### config.mk
export PLATFORM = sky130hd
export DESIGN_NAME = musb_pipe_register
export DESIGN_NICKNAME = d
export VERILOG_FILES = /design/src/rtl/musb_pipe_register.sv
export SDC_FILE = /design/constraint.sdc
export NUM_CORES = 1
export LEC_CHECK = 0
export CAP_MARGIN = 25
export CORE_MARGIN = 1
export CORE_UTILIZATION = 46
export CTS_BUF_LIST = sky130_fd_sc_hd__clkbuf_16
export CTS_CLUSTER_DIAMETER = 50
export DETAILED_ROUTE_END_ITERATION = 8
export DONT_BUFFER_PORTS = 1
export SLEW_MARGIN = 0
export SYNTH_ARGS = -nofsm -noshare
export SYNTH_HDL_FRONTEND = slang
export SYNTH_SLANG_ARGS = --single-unit
### constraint.sdc
create_clock -name clk -period 1.91 [get_ports clk]
set_input_delay 0.382 -clock clk [delete_from_list [all_inputs] [get_ports clk]]
set_output_delay 0.382 -clock clk [all_outputs]
set_load 0.005 [all_outputs]
### src/rtl/musb_pipe_register.sv
// Pipeline stage register with valid/ready handshake, optional two-entry skid buffer,
// flush from either side and kill-masking of control bits on bubbles.
module musb_pipe_register #(
  parameter int                DATA_W    = 64,
  parameter int                CTRL_W    = 8,
  parameter logic [CTRL_W-1:0] KILL_MASK = {CTRL_W{1'b1}},
  parameter bit                SKID      = 1'b1
) (
  input  logic              clk,
  input  logic              rst,
  input  logic              up_valid,
  output logic              up_ready,
  input  logic              up_flush,
  input  logic [DATA_W-1:0] up_data,
  input  logic [CTRL_W-1:0] up_ctrl,
  output logic              dn_valid,
  input  logic              dn_ready,
  input  logic              dn_flush,
  output logic [DATA_W-1:0] dn_data,
  output logic [CTRL_W-1:0] dn_ctrl,
  output logic [1:0]        occupancy
);

  logic              r_mValid;
  logic [DATA_W-1:0] r_mData;
  logic [CTRL_W-1:0] r_mCtrl;
  logic              r_sValid;
  logic [DATA_W-1:0] r_sData;
  logic [CTRL_W-1:0] r_sCtrl;
  logic              r_live;

  logic w_upReady;
  logic w_accept;

  // r_live keeps up_ready low until the first edge after reset is released.
  assign w_upReady = r_live & ((SKID != 1'b0) ? ~r_sValid : (~r_mValid | dn_ready));
  assign w_accept  = up_valid & w_upReady & ~up_flush & ~dn_flush;

  // With SKID=0 the skid entry can never fill: a full, stalled M blocks acceptance.
  always_ff @(posedge clk or negedge rst) begin
    if (!rst) begin
      r_mValid <= 1'b0;
      r_mData  <= '0;
      r_mCtrl  <= '0;
      r_sValid <= 1'b0;
      r_sData  <= '0;
      r_sCtrl  <= '0;
      r_live   <= 1'b0;
    end else begin
      r_live <= 1'b1;
      if (dn_flush) begin
        r_mValid <= 1'b0;
        r_sValid <= 1'b0;
      end else if (r_sValid) begin
        if (dn_ready) begin
          r_mData  <= r_sData;
          r_mCtrl  <= r_sCtrl;
          r_sValid <= 1'b0;
        end
      end else if (!r_mValid || dn_ready) begin
        r_mValid <= w_accept;
        if (w_accept) begin
          r_mData <= up_data;
          r_mCtrl <= up_ctrl;
        end
      end else if (w_accept) begin
        r_sValid <= 1'b1;
        r_sData  <= up_data;
        r_sCtrl  <= up_ctrl;
      end
    end
  end

  assign up_ready  = w_upReady;
  assign dn_valid  = r_mValid;
  assign dn_data   = r_mData;
  assign dn_ctrl   = r_mValid ? r_mCtrl : (r_mCtrl & ~KILL_MASK);
  assign occupancy = {1'b0, r_mValid} + {1'b0, r_sValid};

endmodule

# == After elaboration in Yosys (flattened, before gate mapping) ==
# Index checks and enable logic that the tools add are counted.
# word_totals
reg_bits,147
input_bits,78
# classes
add_sub_neg,1
n_eq_ne,2
n_mux,17
bitwise,8
n_reduce_logical,8
# ops
operator,n
$mux W64,4
$mux W8,5
$mux W1,8
$reduce_and A4 Y1,2
$reduce_bool A2 Y1,3
$and A1 B1 Y1,4
$ne A2 B2 Y1 const B,2
$not A1 Y1,4
$add A1 B1 Y2,1
$reduce_and A2 Y1,1
$logic_not A1 Y1,1
$logic_or A1 B1 Y1,1

# == Longest topological paths before layout ==
# Gate-level depths: netlist of run 1.
# logic_depth
ltp_word,9
depth_mapped,6

# == Least setup slack after synthesis of run 1 ==
# OpenSTA, ideal clock, no wires.
# synth_timing
kind,flip-flop to flip-flop
start,reg r_sValid
end,reg r_sCtrl[0]
setup_time_ns,0.125
arrival_time_ns,1.771
slack_ns,0.014
path_stages_with_launch,7
n_path_buf,3
path_cell_list,dfrtp_1 -> buf_6 -> nand4bb_4 -> or4b_1 -> buf_4 -> buf_6 -> mux2_4
# synth_between
elab_chain_len,6
# synth_rtl
element,line,text
"start, declared",27,logic r_sValid;
"start signal, assigned",45,r_sValid <= 1'b0;
"start signal, assigned",53,r_sValid <= 1'b0;
"start signal, assigned",58,r_sValid <= 1'b0;
$not A1 Y1 (no source line) (*),--,
$and A1 B1 Y1,36,assign w_upReady = r_live & ((SKID != 1'b0) ? ~r_sValid : (~r_mValid | dn_ready));
$and A1 B1 Y1 (3 in series),37,assign w_accept = up_valid & w_upReady & ~up_flush & ~dn_flush;
$reduce_and A4 Y1 (no source line) (*),--,
"end signal, assigned",69,r_sCtrl <= up_ctrl;
"end, declared",29,logic [CTRL_W-1:0] r_sCtrl;
# Mark *: on every way between the ends. The rest lies on a longest branch, timed or not.
# A chain may end at the register's enable or synchronous reset.

# == Worst setup path after layout of run 1 ==
# layout_timing
start,reg r_sValid
end,reg r_sData[37]
# layout_between
elab_chain_len,6
# layout_rtl
element,line,text
$not A1 Y1 (no source line) (*),--,
$and A1 B1 Y1,36,
$and A1 B1 Y1 (3 in series),37,
$reduce_and A4 Y1 (no source line) (*),--,
"end signal, assigned",68,r_sData <= up_data;
"end, declared",28,logic [DATA_W-1:0] r_sData;
# Marks and branches as above.

==> results of run 1 <==
## cells in the mapped netlist, types with 2 or more instances
| master | number |
|---|---|
| buf_6 | 8 |
| nand2_1 | 15 |
| mux2_2 | 2 |
| o2bb2ai_1 | 4 |
| a21oi_1 | 2 |
| and2_1 | 8 |
| mux2_4 | 70 |
| o22ai_1 | 7 |
| clkbuf_1 | 36 |
| inv_1 | 2 |
| a32o_1 | 61 |
| nand2b_1 | 6 |
| dfrtp_1 | 147 |
| nor2b_1 | 3 |
| a221o_1 | 72 |
| buf_1 | 4 |
## cells by family after synthesis
kind of cell               synth area share (%)
AOI/OAI and AO/OA                          21.5
and+or+nand+nor                            3.32
muxes                                      16.1
other                                    0.0562
adders and majority gates                 0.187
buffers and inverters                      3.82
DFF                                        55.1
## sequential cells by signal, indices dropped and copies added (netlist names)
register	count
r_sValid	1
r_live	1
r_mCtrl	8
dn_valid	1
r_sCtrl	8
dn_data	64
r_sData	64
## through the flow
step | TNS, ns | instances | area [um2] | utilization [%]
2_1_floorplan | 0 | 457 | 6680 | -
3_3_place_gp | 0 | 603 | 6930 | 49.4
3_5_place_dp | 0 | 603 | 6930 | 49.4
4_1_cts | 0 | 635 | 7580 | 54.0
5_1_grt | -0.0727 | 635 | 7600 | 54.1
6_report | 0 | 635 | 7600 | 54.1
## layout make-up
| class | count | area [um2] |
|---|---|---|
| multi-input combinational | 259 | 2780 |
| sequential | 147 | 3680 |
| tap | 180 | 225 |
| clock buffer | 17 | 425 |
| fill | 1129 | 6440 |
| clock inverter | 15 | 223 |
| timing repair buffer | 15 | 258 |
| inverter | 2 | 7.51 |
## worst max-delay path by stage
stage | endpoint | slack [ns] | start | depth (start not counted)
CTS | occupancy[0] | 0.01 | r_sValid | 2
finish | r_sData[37] | 0.009 | r_sValid | 4
global placement | r_sData[42] | 0.07 | r_sValid | 4
global route | r_sData[24] | -0.008 | r_sValid | 4
detailed placement | r_sData[10] | 0.03 | r_sValid | 4
floorplan | r_sCtrl[0] | 0.01 | r_sValid | 6
## power by group
part           total, mW  internal (mW)  leakage (nW)  switching (mW)
Clock               3.68           2.42         0.325            1.26
Sequential          3.93           3.52          1.93           0.403
Combinational      0.579          0.404          1.26           0.174
Total               8.18           6.34          3.51            1.84
## worst max-delay path, cell delays in order, from the launching register on
cell and delay, ns:
dfrtp_2 0.43, nand4bb_4 0.22, or4b_4 0.54, buf_12 0.22, mux2_4 0.34
## layer usage
layer | up-vias | global-route usage [%] | part of all wire (%)
li1 | 1821 | - | -
met1 | 2286 | 29.2 | 43
met2 | 174 | 35.3 | 47
met3 | 17 | 8.88 | 9.4
met4 | 0 | 8.46 | 1.5
met5 | - | 0 | 0
## layout by cell type, fill, tap and decap left out
cell          n
o2bb2ai_1     4
conb_1        1
and3b_1       1
buf_16        1
clkinvlp_4    1
o21ai_0       1
nor3b_2       1
or4b_4        1
inv_1         6
dfrtp_1     146
a21oi_1       2
nor3_1        1
clkinv_4      1
a32o_1       61
mux2_4       70
clkinv_1      3
nand2b_1      6
nand2_1      15
nor2b_1       1
o22ai_1       7
dfrtp_2       1
o211ai_1      1
clkbuf_16    17
buf_12       10
and2_1        8
nand4bb_4     1
mux2_2        2
nor2b_4       2
buf_4         4
bufinv_16     6
a221o_1      72
ha_4          1
## timing repair
| action | 4_1_cts | 5_1_grt |
|---|---|---|
| hold endpoints to repair | 147 | 147 |
| gates resized for setup | 0 | 2 |
| endpoints found under the setup margin | 0 | 3 |
==> metrics.cfg, run 1 <==
[global_route]
grt_use_total_pct=22.9
grt_pass1_wl_um=25800
grt_overflow_total=0
grt_pass1_vias=4613
grt_max_degree=148
antenna_found_initial=0

[floorplan]
fp.dieW_um=122
fp.dieH_um=122
start_util_pct=47.6
io_pins=154
die_area_um2=15000
fp-row-count=43
core_area_um2=14000

[status]
status=finished with violations
violations=hold timing

[synthesis]
synth-seq-cells=147
synthArstFlopShare_pct=100
yosysTopAreaCellShare_pct=55.1
synth_edf_count=0
yosysWarnings=0
ys_types=26
synthCells=457
ys.flop_type=dfrtp_1
yosysSeqAreaShare_pct=55.1
ys_top_cells_by_area=dfrtp_1, mux2_4, a221o_1
synth_fp_nets=536
synth_area_per_cell_um2=14.6
synth_top_area_cell=dfrtp_1
syn-cell-area_um2=6680

[clock_network]
cts-htree-levels=4
clockBufferDepth=2
clk-insertion-delay-late_ns=0.42
cts_tree=built
cts.sinks=147
cts_buffers=17
root_buffer=clkbuf_16
post_cts_buffers=0
clkSlewWorstSetupHoldPaths_ns=0.06

[sta]
hold_violations=147
hold_slack_ns=-0.341
setup_ws_ns=0.00889
setup_violations=0
worstMarginPinSlew_ns=0.706
period_needed_ns=1.90
period_share_pct=99.5
rsz0062_at_grt=yes
finalMaxSlewViolations=0
slew_headroom_pct=52.8
fmax_ghz=0.526
finalClockSkew_ns=0.00617

[routing]
wire_per_inst_um=25.4
post_drt_via_cell_ratio=6.77
first_iter_violations=376
post-route-drc-count=0
wl_um=16200
vias=4298
drt_first_pass_iters=4
drtAntennaViolNets=0

[run]
maxCapViolations=0

[pwr]
power.density_nw_per_um2=1080
power.leakage_nw=3.51
power_mw=8.18
peakVddDrop_v=0.000592

[placement]
place_congestion=0.727
place_hpwl_um=9690
post-place-ws_ns=0.0337
port_buffers=0

[critical_path]
r2r_end=r_sData[37]
path_class=flop to flop
cp-start-kind=flop
r2r_setup_slack_ns=0.009
reg2reg_from=r_sValid
ff2ff_path_depth=4
worst_ep_required_time_ns=2.21
worst-path-max-fanout=37
crit_path_end_kind=flop
arrival_ns=2.20

[cells_and_area]
syn_to_final_growth_pct=13.8
final_nets=521
antenna_cells=0
drive_gt1_share_pct=26.2

[worst_hold_path]
hold_path.class=input port to async pin

No activity file was read; power rests on OpenSTA's default activity.
==> run 2: changes to the inputs <==
--- a/config.mk
+++ b/config.mk
@@ -6,6 +6,7 @@
 export NUM_CORES = 1
 export LEC_CHECK = 0
 export CAP_MARGIN = 25
+export CORE_ASPECT_RATIO = 0.8
 export CORE_MARGIN = 1
 export CORE_UTILIZATION = 46
 export CTS_BUF_LIST = sky130_fd_sc_hd__clkbuf_16
==> run 2 against run 1 <==
Net effect: the run ends with hold timing, setup timing left; final cell count is 0.47% lower; sequential cell count stayed put; critical path depth stayed put; critical path type unchanged.
==> metrics.cfg, run 2 (same netlist as run 1, synthesis figures left out) <==
[clock_network]
clockBufferDepth=2  ; unchanged
cts_resized=0  ; unchanged
cts.sinks=147  ; unchanged
clkSlewWorstSetupHoldPaths_ns=0.06  ; about the same
cts_tree=built
cts_buffers=17  ; unchanged
root_buffer=clkbuf_16
cts-htree-levels=4  ; unchanged
clk-insertion-delay-late_ns=0.41  ; about the same

[routing]
vias=4319  ; +0.49%
wire_per_inst_um=25.5  ; +0.38%
first_iter_violations=227  ; -40%
post_drt_via_cell_ratio=6.83  ; +0.97%
wl_um=16100  ; about the same
post-route-drc-count=0  ; unchanged
drtAntennaViolNets=0  ; unchanged
drt_first_pass_iters=5  ; +1

[floorplan]
die_area_um2=15000  ; about the same
io_pins=154  ; unchanged
fp-row-count=38  ; -12%
fp.dieH_um=110  ; -10%
core_area_um2=13900  ; -1.1%
start_util_pct=48.1  ; +0.54 points
fp.dieW_um=137  ; +12%

[global_route]
antenna_found_initial=0  ; unchanged
grt_pass1_wl_um=25500  ; -1.0%
grt_max_degree=148  ; unchanged
grt_pass1_vias=4574  ; -0.85%
grt_use_total_pct=22.4  ; -0.55 points
grt_overflow_total=0  ; unchanged

[placement]
port_buffers=0  ; unchanged
place_hpwl_um=9600  ; -0.92%
dp_cells=601  ; -0.33%
place_area_um2=6870  ; -0.94%
place_congestion=0.736  ; +1.2%

[critical_path]
cp_num_cells=4  ; unchanged
r2r_setup_slack_ns=-0.0005  ; about the same
r2r_end=r_sData[50]
cp-start-kind=flop
worst-path-max-fanout=33  ; -11%
max_stage_delay_ns=0.56  ; +0.02 ns
path_class=flop to flop
arrival_ns=2.20  ; about the same
worst_ep_required_time_ns=2.20  ; about the same
ff2ff_path_depth=4  ; unchanged
reg2reg_from=r_sValid
crit_path_end_kind=flop
critPathBufInv=1  ; unchanged
setup.worst_path.start=r_sValid
crit_chain=nand4bb_4, or4b_4, buf_12, mux2_4
crit_family=simple AND/OR/NAND/NOR gates
slowest_stage=or4b_4

[pwr]
power.leakage_nw=3.44  ; -2.2%
peakVddDrop_v=0.000628  ; +6.0%
power_mw=7.62  ; -6.9%
power.density_nw_per_um2=1030  ; -4.6%

[run]
maxCapViolations=0  ; unchanged

[cells_and_area]
antenna_cells=0  ; unchanged
syn_to_final_growth_pct=11.0
post-route-util_pct=53.4  ; -0.71 points
final_cell_mix=dfrtp_1, a221o_1, mux2_4
stdcell_count=632  ; -0.47%
final_nets=519  ; -0.38%
final_cell_area_um2=7410  ; -2.4%
mostFrequentLayoutCell=dfrtp_1
drive_gt1_share_pct=25.7  ; -0.49 points

[sta]
finalMaxSlewViolations=0  ; unchanged
slew_headroom_pct=43.0  ; -9.8 points
setup_ws_ns=-0.000451  ; -0.00934 ns
rsz0062_at_grt=yes
period_needed_ns=1.91  ; +0.00934 ns
hold_violations=147  ; unchanged
setup_violations=1  ; +1
worstMarginPinSlew_ns=0.853  ; +0.146 ns
hold_slack_ns=-0.331  ; +0.0103 ns
period_share_pct=100  ; +0.49 points
finalClockSkew_ns=0.00719  ; +0.00102 ns
fmax_ghz=0.523  ; -0.49%
fin_tns_setup_ns=-0.000451  ; -0.000451 ns

[worst_hold_path]
hold_path.class=input port to async pin

[status]
status=finished with violations
violations=hold timing, setup timing

-- run 2: cell count changes in the layout (fill, tap and decap cells not counted), sizes merged --
cell,delta
bufinv,-4
clkinv,+3
buf,-2
clkinvlp,+2
inv,-2
-- run 2: final cells by class --
cell class,count,area (um2)
multi-input cells,259,2770
clock inverters,14,124
flip-flops and latches,147,3680
clock buffers,17,425
inverters,2,7.51
well taps,180,225
fillers,1144,6470
repair buffers,13,185
-- run 2: power by group --
group	internal [mW]	switching, mW	leakage (nW)
clock	1.88	1.24	0.267
sequential	3.52	0.405	1.93
combinational	0.400	0.174	1.24
total	5.80	1.82	3.44
-- run 2: worst max path at each step --
| stage | end |
|---|---|
| 3_5_place_dp | r_sData[50] |
| 6_report | r_sData[50] |
| 4_1_cts | r_sData[50] |
| 2_1_floorplan | r_sCtrl[0] |
| 5_1_grt | r_sData[50] |
| 3_3_place_gp | r_sData[47] |
-- run 2: routing by layer --
metal	track usage (%)	share of wire, %
met2	36.9	50
met5	0	0
met1	28.2	42
met4	6.67	0.42
met3	7.10	8.3
-- run 2: through the flow --
stage / setup slack (ns) / hold slack (ns)
2_1_floorplan: 0.0136 / 0.0864
3_3_place_gp: 0.0509 / 0.0906
4_1_cts: 0.00777 / -0.353
6_report: -0.000451 / -0.331
5_1_grt: -0.0237 / -0.356
3_5_place_dp: 0.0204 / 0.0916
-- run 2: repair_timing --
| action | 4_1_cts | 5_1_grt |
|---|---|---|
| buffers inserted | 0 | 0 |
| endpoints found under the setup margin | 0 | 28 |
| hold endpoints to repair | 147 | 147 |
